[config.mk]
export PLATFORM = sky130hd
export DESIGN_NAME = bcd_counter_seq
export DESIGN_NICKNAME = d
export VERILOG_FILES = /design/src/rtl/bcd_counter_seq.sv
export SDC_FILE = /design/constraint.sdc
export NUM_CORES = 1
export LEC_CHECK = 0
export CELL_PAD_IN_SITES_DETAIL_PLACEMENT = 0
export CELL_PAD_IN_SITES_GLOBAL_PLACEMENT = 1
export CORE_MARGIN = 3
export CORE_UTILIZATION = 40
export DETAILED_ROUTE_END_ITERATION = 6
export GPL_TIMING_DRIVEN = 0
export HOLD_SLACK_MARGIN = 0.08
export PLACE_DENSITY_LB_ADDON = 0.1
export SYNTH_ARGS = -nofsm -noshare
export SYNTH_HDL_FRONTEND = slang
export SYNTH_SLANG_ARGS = --single-unit
[constraint.sdc]
create_clock -name clk -period 8.4 [get_ports clk]
set_input_delay 1.68 -clock clk [delete_from_list [all_inputs] [get_ports clk]]
set_output_delay 1.68 -clock clk [all_outputs]
set_load 0.02 [all_outputs]
[src/rtl/bcd_counter_seq.sv]
`default_nettype none
// ============================================================================
// Module   : bcd_counter_seq
// Function : Prescaled cascade of BCD decade counters with a
//            start/stop/clear/load sequencer and target-match detection.
// Revision : 1.0 - initial release
// ============================================================================
module bcd_counter_seq #(
    parameter int DIGITS   = 4,
    parameter int PRESCALE = 10
) (
    input  logic                clk,
    input  logic                reset,
    input  logic                start,
    input  logic                stop,
    input  logic                clear,
    input  logic                load,
    input  logic [4*DIGITS-1:0] load_val,
    input  logic [4*DIGITS-1:0] target,
    input  logic                auto_reload,
    output logic [4*DIGITS-1:0] count,
    output logic                tick,
    output logic                running,
    output logic                done,
    output logic                overflow
);

    localparam int                c_PRESC_W    = (PRESCALE > 1) ? $clog2(PRESCALE) : 1;
    localparam logic [c_PRESC_W-1:0] c_PRESC_LAST = c_PRESC_W'(PRESCALE - 1);

    typedef enum logic [1:0] {
        S_IDLE  = 2'd0,
        S_RUN   = 2'd1,
        S_PAUSE = 2'd2,
        S_DONE  = 2'd3
    } state_t;

    state_t                 r_state;
    logic [c_PRESC_W-1:0]   r_presc;

    logic [DIGITS:0]        w_carry;
    logic [4*DIGITS-1:0]    w_inc;
    logic [4*DIGITS-1:0]    w_load_sat;
    logic [DIGITS-1:0]      w_tgt_ok;
    logic                   w_wrap;
    logic                   w_match;
    logic                   w_advance;

    assign w_carry[0] = 1'b1;

    // Digit i advances only when every lower digit is 9.
    for (genvar i = 0; i < DIGITS; i++) begin : g_digit
        logic [3:0] w_d;
        logic [3:0] w_lv;
        assign w_d                 = count[4*i +: 4];
        assign w_lv                = load_val[4*i +: 4];
        assign w_carry[i+1]        = w_carry[i] & (w_d == 4'd9);
        assign w_inc[4*i +: 4]     = !w_carry[i]      ? w_d  :
                                     (w_d == 4'd9)    ? 4'd0 : w_d + 4'd1;
        assign w_load_sat[4*i +: 4] = (w_lv > 4'd9) ? 4'd9 : w_lv;
        assign w_tgt_ok[i]         = (target[4*i +: 4] <= 4'd9);
    end

    assign w_wrap    = w_carry[DIGITS];
    assign w_match   = (&w_tgt_ok) && (w_inc == target);
    // A load in RUN is ignored but still outranks stop, so counting carries on.
    assign w_advance = (r_state == S_RUN) && !clear && (load || !stop);

    always_ff @(posedge clk) begin
        tick     <= 1'b0;
        done     <= 1'b0;
        overflow <= 1'b0;
        if (!reset) begin
            r_state <= S_IDLE;
            count   <= '0;
            r_presc <= '0;
            running <= 1'b0;
        end else if (clear) begin
            r_state <= S_IDLE;
            count   <= '0;
            r_presc <= '0;
            running <= 1'b0;
        end else if (w_advance) begin
            if (r_presc == c_PRESC_LAST) begin
                r_presc <= '0;
                tick    <= 1'b1;
                if (w_match) begin
                    done     <= 1'b1;
                    overflow <= w_wrap & ~auto_reload;
                    if (auto_reload) begin
                        count <= '0;
                    end else begin
                        count   <= target;
                        r_state <= S_DONE;
                        running <= 1'b0;
                    end
                end else begin
                    count    <= w_inc;
                    overflow <= w_wrap;
                end
            end else begin
                r_presc <= r_presc + 1'b1;
            end
        end else if (load) begin
            count <= w_load_sat;
            if (r_state == S_DONE) begin
                r_state <= S_PAUSE;
            end
        end else if (stop) begin
            if (r_state == S_RUN) begin
                r_state <= S_PAUSE;
                running <= 1'b0;
            end
        end else if (start) begin
            case (r_state)
                S_IDLE: begin
                    r_state <= S_RUN;
                    r_presc <= '0;
                    running <= 1'b1;
                end
                S_PAUSE: begin
                    r_state <= S_RUN;
                    running <= 1'b1;
                end
                S_DONE: begin
                    r_state <= S_RUN;
                    count   <= '0;
                    r_presc <= '0;
                    running <= 1'b1;
                end
                default: ;
            endcase
        end
    end

endmodule
`default_nettype wire
# Yosys cells after proc, flatten, opt, wreduce, memory -nomap -nowiden
# Cells that the tools add are included.
[totals]
ff_bits = 26
inputBits = 39
out_inout_bits = 20
word_cells = 118
[classes]
add_sub_neg = 5
n_lt_le_gt_ge = 8
eq_ne = 18
muxes = 47
bitwise_logic = 8
n_reduce_logical = 25
[op_table]
columns = ["op", "count"]
rows = [
  ["$mux 16", 8],
  ["$mux 4", 17],
  ["$add 4x1->4 const B", 5],
  ["$eq 4x4->1 const B", 5],
  ["$mux 2", 10],
  ["$eq 16x16->1", 1],
  ["$gt 4x4->1 const B", 4],
  ["$le 4x4->1 const B", 4],
  ["$reduce_and 7->1", 2],
  ["$mux 1", 12],
  ["$reduce_and 4->1", 3],
  ["$reduce_bool 3->1", 4],
  ["$ne 3x1->1 const B", 3],
  ["$reduce_bool 4->1", 2],
  ["$ne 2x1->1 const B", 3],
  ["$reduce_or 3->1", 2],
  ["$and 1x1->1", 4],
  ["$eq 2x2->1 const B", 2],
  ["$ne 2x2->1 const B", 2],
  ["$ne 4x1->1 const B", 1],
  ["$not 1->1", 4],
  ["$reduce_bool 2->1", 2],
  ["$reduce_or 2->1", 2],
  ["$reduce_or 4->1", 1],
  ["5 further kinds", 8],
]

# Logic depth before layout (Yosys ltp)
# Gate-level depths: netlist (run 1).
[depth]
ltp_word = 9
mapped_depth = 12

# Worst setup path after synthesis (run 1)
# Ideal clock, no wire load.
[synth_timing]
kind = "input to register"
startpoint = "input port target[7]"
endpoint = "register count[1]"
arrival_ns = 3.460
t_required_ns = 8.326
path_slack_ns = 4.866
stages = 7
cell_sequence = "and3_1 or4_4 a2111oi_2 and4_4 buf_12 mux2_1 a31oi_1"
[synth_between]
elab_chain_cells = 6
word_cells_on_any_way = 7
cone_classes = "order compare: 1; eq/ne: 1; mux: 3; reduce/logical: 2"
[synth_rtl]
columns = ["item", "line", "rtl"]
rows = [
  ["start: declaration", "19", "input logic [4*DIGITS-1:0] target,"],
  ["$le 4x4->1", "61", "assign w_tgt_ok[i] = (target[4*i +: 4] <= 4'd9);"],
  ["$reduce_and 4->1", "65", "assign w_match = (&w_tgt_ok) && (w_inc == target);"],
  ["$logic_and 1x1->1 (*)", "65", ""],
  ["$mux 16 (*)", "87", "if (w_match) begin"],
  ["$mux 16 (*)", "84", "if (r_presc == c_PRESC_LAST) begin"],
  ["$mux 16 (*)", "83", "end else if (w_advance) begin"],
  ["end signal: assignment", "93", "count <= target;"],
  ["end signal: assignment", "98", "count <= w_inc;"],
  ["end signal: assignment", "105", "count <= w_load_sat;"],
  ["end: declaration", "21", "output logic [4*DIGITS-1:0] count,"],
]
# Mark *: on every way between the ends. The rest lies on a longest branch, timed or not. The select of a mux whose other input is x is not followed.
# A chain may end at the register's enable or synchronous reset.

# Worst setup path after layout (run 1)
[layout_timing]
startpoint = "input port target[15]"
endpoint = "register count[1]"
# The elaborated chain is that of the path after synthesis.

==> impl_metrics.toml, run 1 <==
[clocking]
clkLatencyLatePin_ps = 280
postCtsSetupBuffers = 0
cts_buffer_depth = 2
numCtsBuffers = 3
root_buffer = "clkbuf_8"
cts_max_level = 1
clkSinkCount = 26
clk_pin_slew_ps = 100
hold_buffers = 0
cts_tree = "built"
cts_resized = 0

[worst_hold_path]
hold_end = "r_presc[1]$_SDFFE_PP0P_"
holdPathStages = 2
min-delay-start = "r_presc[1]$_SDFFE_PP0P_"
worstHoldPathType = "flop to flop"

[synthesis]
yosysMostFrequentCell = "o21ai_0"
ys.flop_type = "dfxtp_1"
postSynth.asyncResetShare_pct = 0
synth_area_per_cell_um2 = 7.48
synth_common_cells = "o21ai_0, nand2_1, dfxtp_1"
synth_seq_area_share_pct = 20.0
yosysTopAreaCell = "dfxtp_1"
synth_top_area_share_pct = 20.0
synth-edff-count = 0
syn_inst = 348
synth_warnings = 0
synth_cell_types = 61
synth.area.top_cells = "dfxtp_1, o21ai_0, mux2i_1"
synth_fp_nets = 398
ys_ff_latch = 26
synth.cell_area_um2 = 2600

[final_layout]
nets = 460
antenna_cells = 0
final_cell_area_um2 = 3340
syn_to_final_growth_pct = 28.3
fill_cells = 614
drive_gt1_share_pct = 5.38

[timing]
fin_setup_tns_ps = 0
max_slew_margin_pct = 56.0
maxSlewViolCount = 0
min_period_ps = 3880
skew_ps = 4.49
grt_setup_unrepaired = "no"
finalHoldViolations = 0
setup_ws_ps = 4520
setup_viol = 0
fmax_mhz = 258
period_share_pct = 46.2
tightest_slew_ps = 657

[grt]
top_usage_layer = "met2"
overflow = 0
met2_usage_pct = 34.8
antenna_found_initial = 0
met1_usage_pct = 32.1
grt_pass1_wl_mm = 13.4
grt_pass1_vias = 2658
grt_start_max_net_pins = 16
grt_util_all_layers_pct = 22.3
use_met3_pct = 3.42

[worst_setup_path]
cp_num_buf_inv = 2
cp-start-kind = "input port"
timing.rr.end = "count[1]$_SDFFE_PP0P_"
cp_cell_sequence = "clkdlybuf4s50_1 > o311ai_1 > o41ai_1 > or2_2 > nor4_1 > and4_4 > buf_12 > mux2_1 > a31oi_1"
cp.required_ps = 8610
path_class = "input port to flop"
cp_slowest_cell = "clkdlybuf4s50_1"
reg2reg_depth = 11
critPathArrivalTime_ps = 4080
crit_fanout = 10
worstReg2RegStart = "count[4]$_SDFFE_PP0P_"
critical_path.top_delay_family = "simple AND/OR/NAND/NOR gates"
slowest_delay_ps = 550
critPathCaptureType = "flop"
rrSetupSlack_ps = 5120

[floorplanning]
initial_utilization_pct = 42.7
pin_count = 59
chipWidth_um = 86.7
chipHeight_um = 86.7
core_area_um2 = 6100
fp-row-count = 28
dieArea_um2 = 7510

[detailed_routing]
wire_per_inst_um = 16.9
via_per_inst = 5.81
drt-pass1-iter-count = 5
postRouteAntennaNets = 0
vias = 2811
remaining_drc_errors = 0
routed_wl_mm = 8.17
drtIter0Drc = 173

[status]
status = "completed"

[place]
dp_hpwl_mm = 6.20
place.gp.congestion = 0.909
port_buffers = 57
dp_slack_ps = 4220
dpl_cell_area_um2 = 3270

[power_and_ir_drop]
power_frac_seq_pct = 39.8
swShare_pct = 30.0
internal_power_mw = 0.234
p_switching_mw = 0.101
vdd_drop_max_v = 0.0000634
power_density_nw_per_um2 = 100
p_leak_nw = 1.15
p_clk_share_pct = 32.8
comb_power_share_pct = 27.4

[flow_run]
max_cap_viol_count = 0
-- through the flow --
stage	hold WS [ps]	power (mW)	utilization, %	instances
CTS	533	0.335	54.8	484
finish	534	0.335	54.8	484
detailed placement	510	0.227	53.6	480
global route	565	0.350	54.8	484
global placement	498	0.227	53.6	480
floorplan	479	0.183	-	348
-- kinds of logic after synthesis --
family          synth area share [%]
mux                             7.55
simple gates                    30.8
fa+ha+maj                       5.29
xor+xnor                        4.71
compound gates                  24.5
buf+inv                         7.16
flops                           20.0
-- layout make-up --
class | instances | area (um^2) | share of cell area, %
multi-input combinational | 285 | 1900 | 56.8
clock inverter | 1 | 30.0 | 0.900
timing repair buffer | 57 | 571 | 17.1
tap | 75 | 93.8 | 2.81
clock buffer | 3 | 41.3 | 1.24
buffer | 22 | 130 | 3.90
inverter | 15 | 56.3 | 1.69
sequential | 26 | 520 | 15.6
-- power groups by stage --
| stage | clock network [mW] | registers, mW | logic [mW] |
|---|---|---|---|
| after floorplan | 0 | 0.139 | 0.0441 |
| after global placement | 0 | 0.136 | 0.0906 |
| after detailed placement | 0 | 0.136 | 0.0907 |
| after CTS | 0.110 | 0.133 | 0.0911 |
| after global routing | 0.115 | 0.134 | 0.101 |
| final | 0.110 | 0.133 | 0.0917 |
-- state kept, by name, indices dropped and copies added, names as in the netlist --
| name | flops |
|---|---|
| r_presc | 4 |
| tick | 1 |
| running | 1 |
| count | 16 |
| r_state | 2 |
| overflow | 1 |
| done | 1 |
-- per-layer routing --
layer	routed length (um)	vias up	share of wire, %
li1	-	1395	-
met1	3770	1275	46
met3	702	12	8.6
met5	0	-	0
met4	148	0	1.8
met2	3550	129	43
-- worst max path at each step --
stage                          start               endpoint  slack (ps)  cells past startpoint
after global placement     target[7]  count[1]$_SDFFE_PP0P_        4220                      8
final                     target[15]  count[1]$_SDFFE_PP0P_        4520                      9
after global routing      target[15]  count[1]$_SDFFE_PP0P_        4340                      9
after detailed placement   target[7]  count[1]$_SDFFE_PP0P_        4220                      8
after floorplan            target[7]  count[1]$_SDFFE_PP0P_        4870                      7
after CTS                  target[7]  count[1]$_SDFFE_PP0P_        4500                      8
-- layout by cell type (no fill, tap or decap), types with 2 or more instances in the layout --
cell	count
and4_1	2
nor4_1	6
xor2_1	9
buf_2	3
buf_1	2
or4_1	2
nor3_1	8
clkbuf_1	13
nor3b_1	11
nand2_1	31
a21oi_1	23
mux2_1	5
a21o_1	2
o21ai_0	34
or2_2	2
xnor2_1	5
a31oi_1	16
o31ai_1	2
and3_1	5
and3b_1	4
clkbuf_8	3
buf_12	2
ha_1	11
a211oi_1	3
inv_1	15
nand4_1	5
and2_1	5
o21a_1	3
dfxtp_1	26
nor2_1	25
nand3b_1	8
mux2i_1	14
nand2b_1	10
nor2b_1	3
nand3_1	6
clkdlybuf4s50_1	57
-- tightest hold or removal path, cell delays in order (launching register included) --
cell      delay (ps)
dfxtp_1          350
nor2_1           100
a211oi_1          50
Note: power is estimated with default switching activity, not from simulation.
==> run 2, diff against run 1 <==
--- a/config.mk
+++ b/config.mk
@@ -8,7 +8,7 @@
 export CELL_PAD_IN_SITES_DETAIL_PLACEMENT = 0
 export CELL_PAD_IN_SITES_GLOBAL_PLACEMENT = 1
 export CORE_MARGIN = 3
-export CORE_UTILIZATION = 40
+export CORE_UTILIZATION = 33
 export DETAILED_ROUTE_END_ITERATION = 6
 export GPL_TIMING_DRIVEN = 0
 export HOLD_SLACK_MARGIN = 0.08
==> constraint.sdc (replaced) <==
create_clock -name clk -period 3.2 [get_ports clk]
set_input_delay 0.64 -clock clk [delete_from_list [all_inputs] [get_ports clk]]
set_output_delay 0.64 -clock clk [all_outputs]
set_load 0.02 [all_outputs]
==> impl_metrics.toml, run 2 (same netlist as run 1, synthesis figures left out) <==
[clocking]
numCtsBuffers = 3
cts_buffer_depth = 2
cts_tree = "built"
root_buffer = "clkbuf_8"
clkSinkCount = 26
clkLatencyLatePin_ps = 290
hold_buffers = 0
clk_pin_slew_ps = 100
cts_max_level = 1

[final_layout]
syn_to_final_growth_pct = 31.5
antenna_cells = 0
nets = 461
largest_reg_flops = 16
layout_common_cells = "clkdlybuf4s50_1, o21ai_0, nand2_1, nor2_1, dfxtp_1"
final_cell_area_um2 = 3420
final_common_cell = "clkdlybuf4s50_1"
regMostFlops = "count"
drive_gt1_share_pct = 7.07
largest_registers = "count x16, r_presc x4, r_state x2"

[detailed_routing]
via_per_inst = 5.51
vias = 2804
remaining_drc_errors = 0
routed_wl_mm = 8.73
postRouteAntennaNets = 0
wire_per_inst_um = 17.1
drtIter0Drc = 144
drt-pass1-iter-count = 5

[flow_run]
max_cap_viol_count = 0

[timing]
fmax_mhz = 324
skew_ps = 9.62
fin_setup_tns_ps = 0
finalHoldViolations = 0
tightest_slew_ps = 687
setup_viol = 0
period_share_pct = 96.6
min_period_ps = 3090
maxSlewViolCount = 0
setup_ws_ps = 109
max_slew_margin_pct = 54.0

[worst_setup_path]
cp-start-kind = "flop"
critPathCaptureType = "flop"
cp.required_ps = 3410
path_class = "flop to flop"
critPathArrivalTime_ps = 3310
crit_fanout = 10

[floorplanning]
fp-row-count = 31
chipWidth_um = 94.8
core_area_um2 = 7450
chipHeight_um = 94.8
pin_count = 59
initial_utilization_pct = 34.9
dieArea_um2 = 8990

[power_and_ir_drop]
internal_power_mw = 0.617
swShare_pct = 30.1
p_switching_mw = 0.265
p_leak_nw = 1.18
power_density_nw_per_um2 = 258
vdd_drop_max_v = 0.000139
comb_power_share_pct = 27.9
power_frac_seq_pct = 39.7
p_clk_share_pct = 32.4

[place]
place.gp.congestion = 0.869
dp_slack_ps = -46.0
dp_hpwl_mm = 6.59
port_buffers = 57
dpl_cell_area_um2 = 3300

[grt]
overflow = 0
grt_util_all_layers_pct = 19.6
antenna_found_initial = 0
grt_pass1_wl_mm = 13.6
grt_start_max_net_pins = 16
grt_pass1_vias = 2584

[worst_hold_path]
worstHoldPathType = "flop to flop"

[status]
status = "completed"
[run 2: layer usage]
| layer | vias up | routed length [um] | share of wire, % | GRT usage (%) |
|---|---|---|---|---|
| met5 | - | 0 | 0 | 0 |
| met4 | 0 | 64 | 0.73 | 3.25 |
| met3 | 7 | 482 | 5.5 | 2.07 |
| met2 | 75 | 3960 | 45 | 31.5 |
| met1 | 1320 | 4220 | 48 | 28.4 |
| li1 | 1402 | - | - | - |
[run 2: repair_timing]
action,4_1_cts,5_1_grt
resized for setup,1,11
setup buffers,0,2
setup endpoints to repair,5,19
pin swaps,0,0
[run 2: area by class of cell]
class                           count  area, um^2
Fill cell                         802        4030
Multi-Input combinational cell    285        1930
Timing Repair Buffer               59         586
Sequential cell                    26         526
Buffer                             21         131
Tap cell                           99         124
Inverter                           15        56.3
Clock buffer                        3        41.3
Clock inverter                      1        30.0
[run 2: power groups by stage]
stage          sequential, mW  combinational [mW]  clock [mW]
2_1_floorplan           0.364               0.116           0
3_3_place_gp            0.358               0.241           0
3_5_place_dp            0.358               0.241           0
4_1_cts                 0.351               0.243       0.293
5_1_grt                 0.353               0.268       0.299
6_report                0.350               0.246       0.286
[run 2: worst max-delay path, cell delays in order (launching register included)]
cell	delay [ps]
dfxtp_4	410
ha_1	200
and3b_1	160
clkbuf_4	210
nand4_1	160
and3_1	200
or4_4	420
a2111oi_2	290
and4_4	310
buf_12	150
mux2_1	350
a31oi_1	160
[run 2: stage by stage]
step                utilization [%]  hold WS, ps  total power, mW  instances
finish                         46.0          540            0.882        509
detailed placement             44.3          516            0.599        504
global route                   46.0          590            0.920        509
CTS                            45.2          545            0.886        508
global placement               44.3          497            0.599        504
floorplan                         -          479            0.480        348
[run 2: path summary, 6_finish.rpt]
path | slack [ps] | endpoint | cells after the start | from
worst max register to register | 110 | count[3]$_SDFFE_PP0P_ | 11 | count[4]$_SDFFE_PP0P_
worst min register to register | 540 | r_presc[3]$_SDFFE_PP0P_ | 2 | r_presc[3]$_SDFFE_PP0P_
worst min-delay path | 540 | r_presc[3]$_SDFFE_PP0P_ | 2 | r_presc[3]$_SDFFE_PP0P_
worst max-delay path | 110 | count[3]$_SDFFE_PP0P_ | 11 | count[4]$_SDFFE_PP0P_
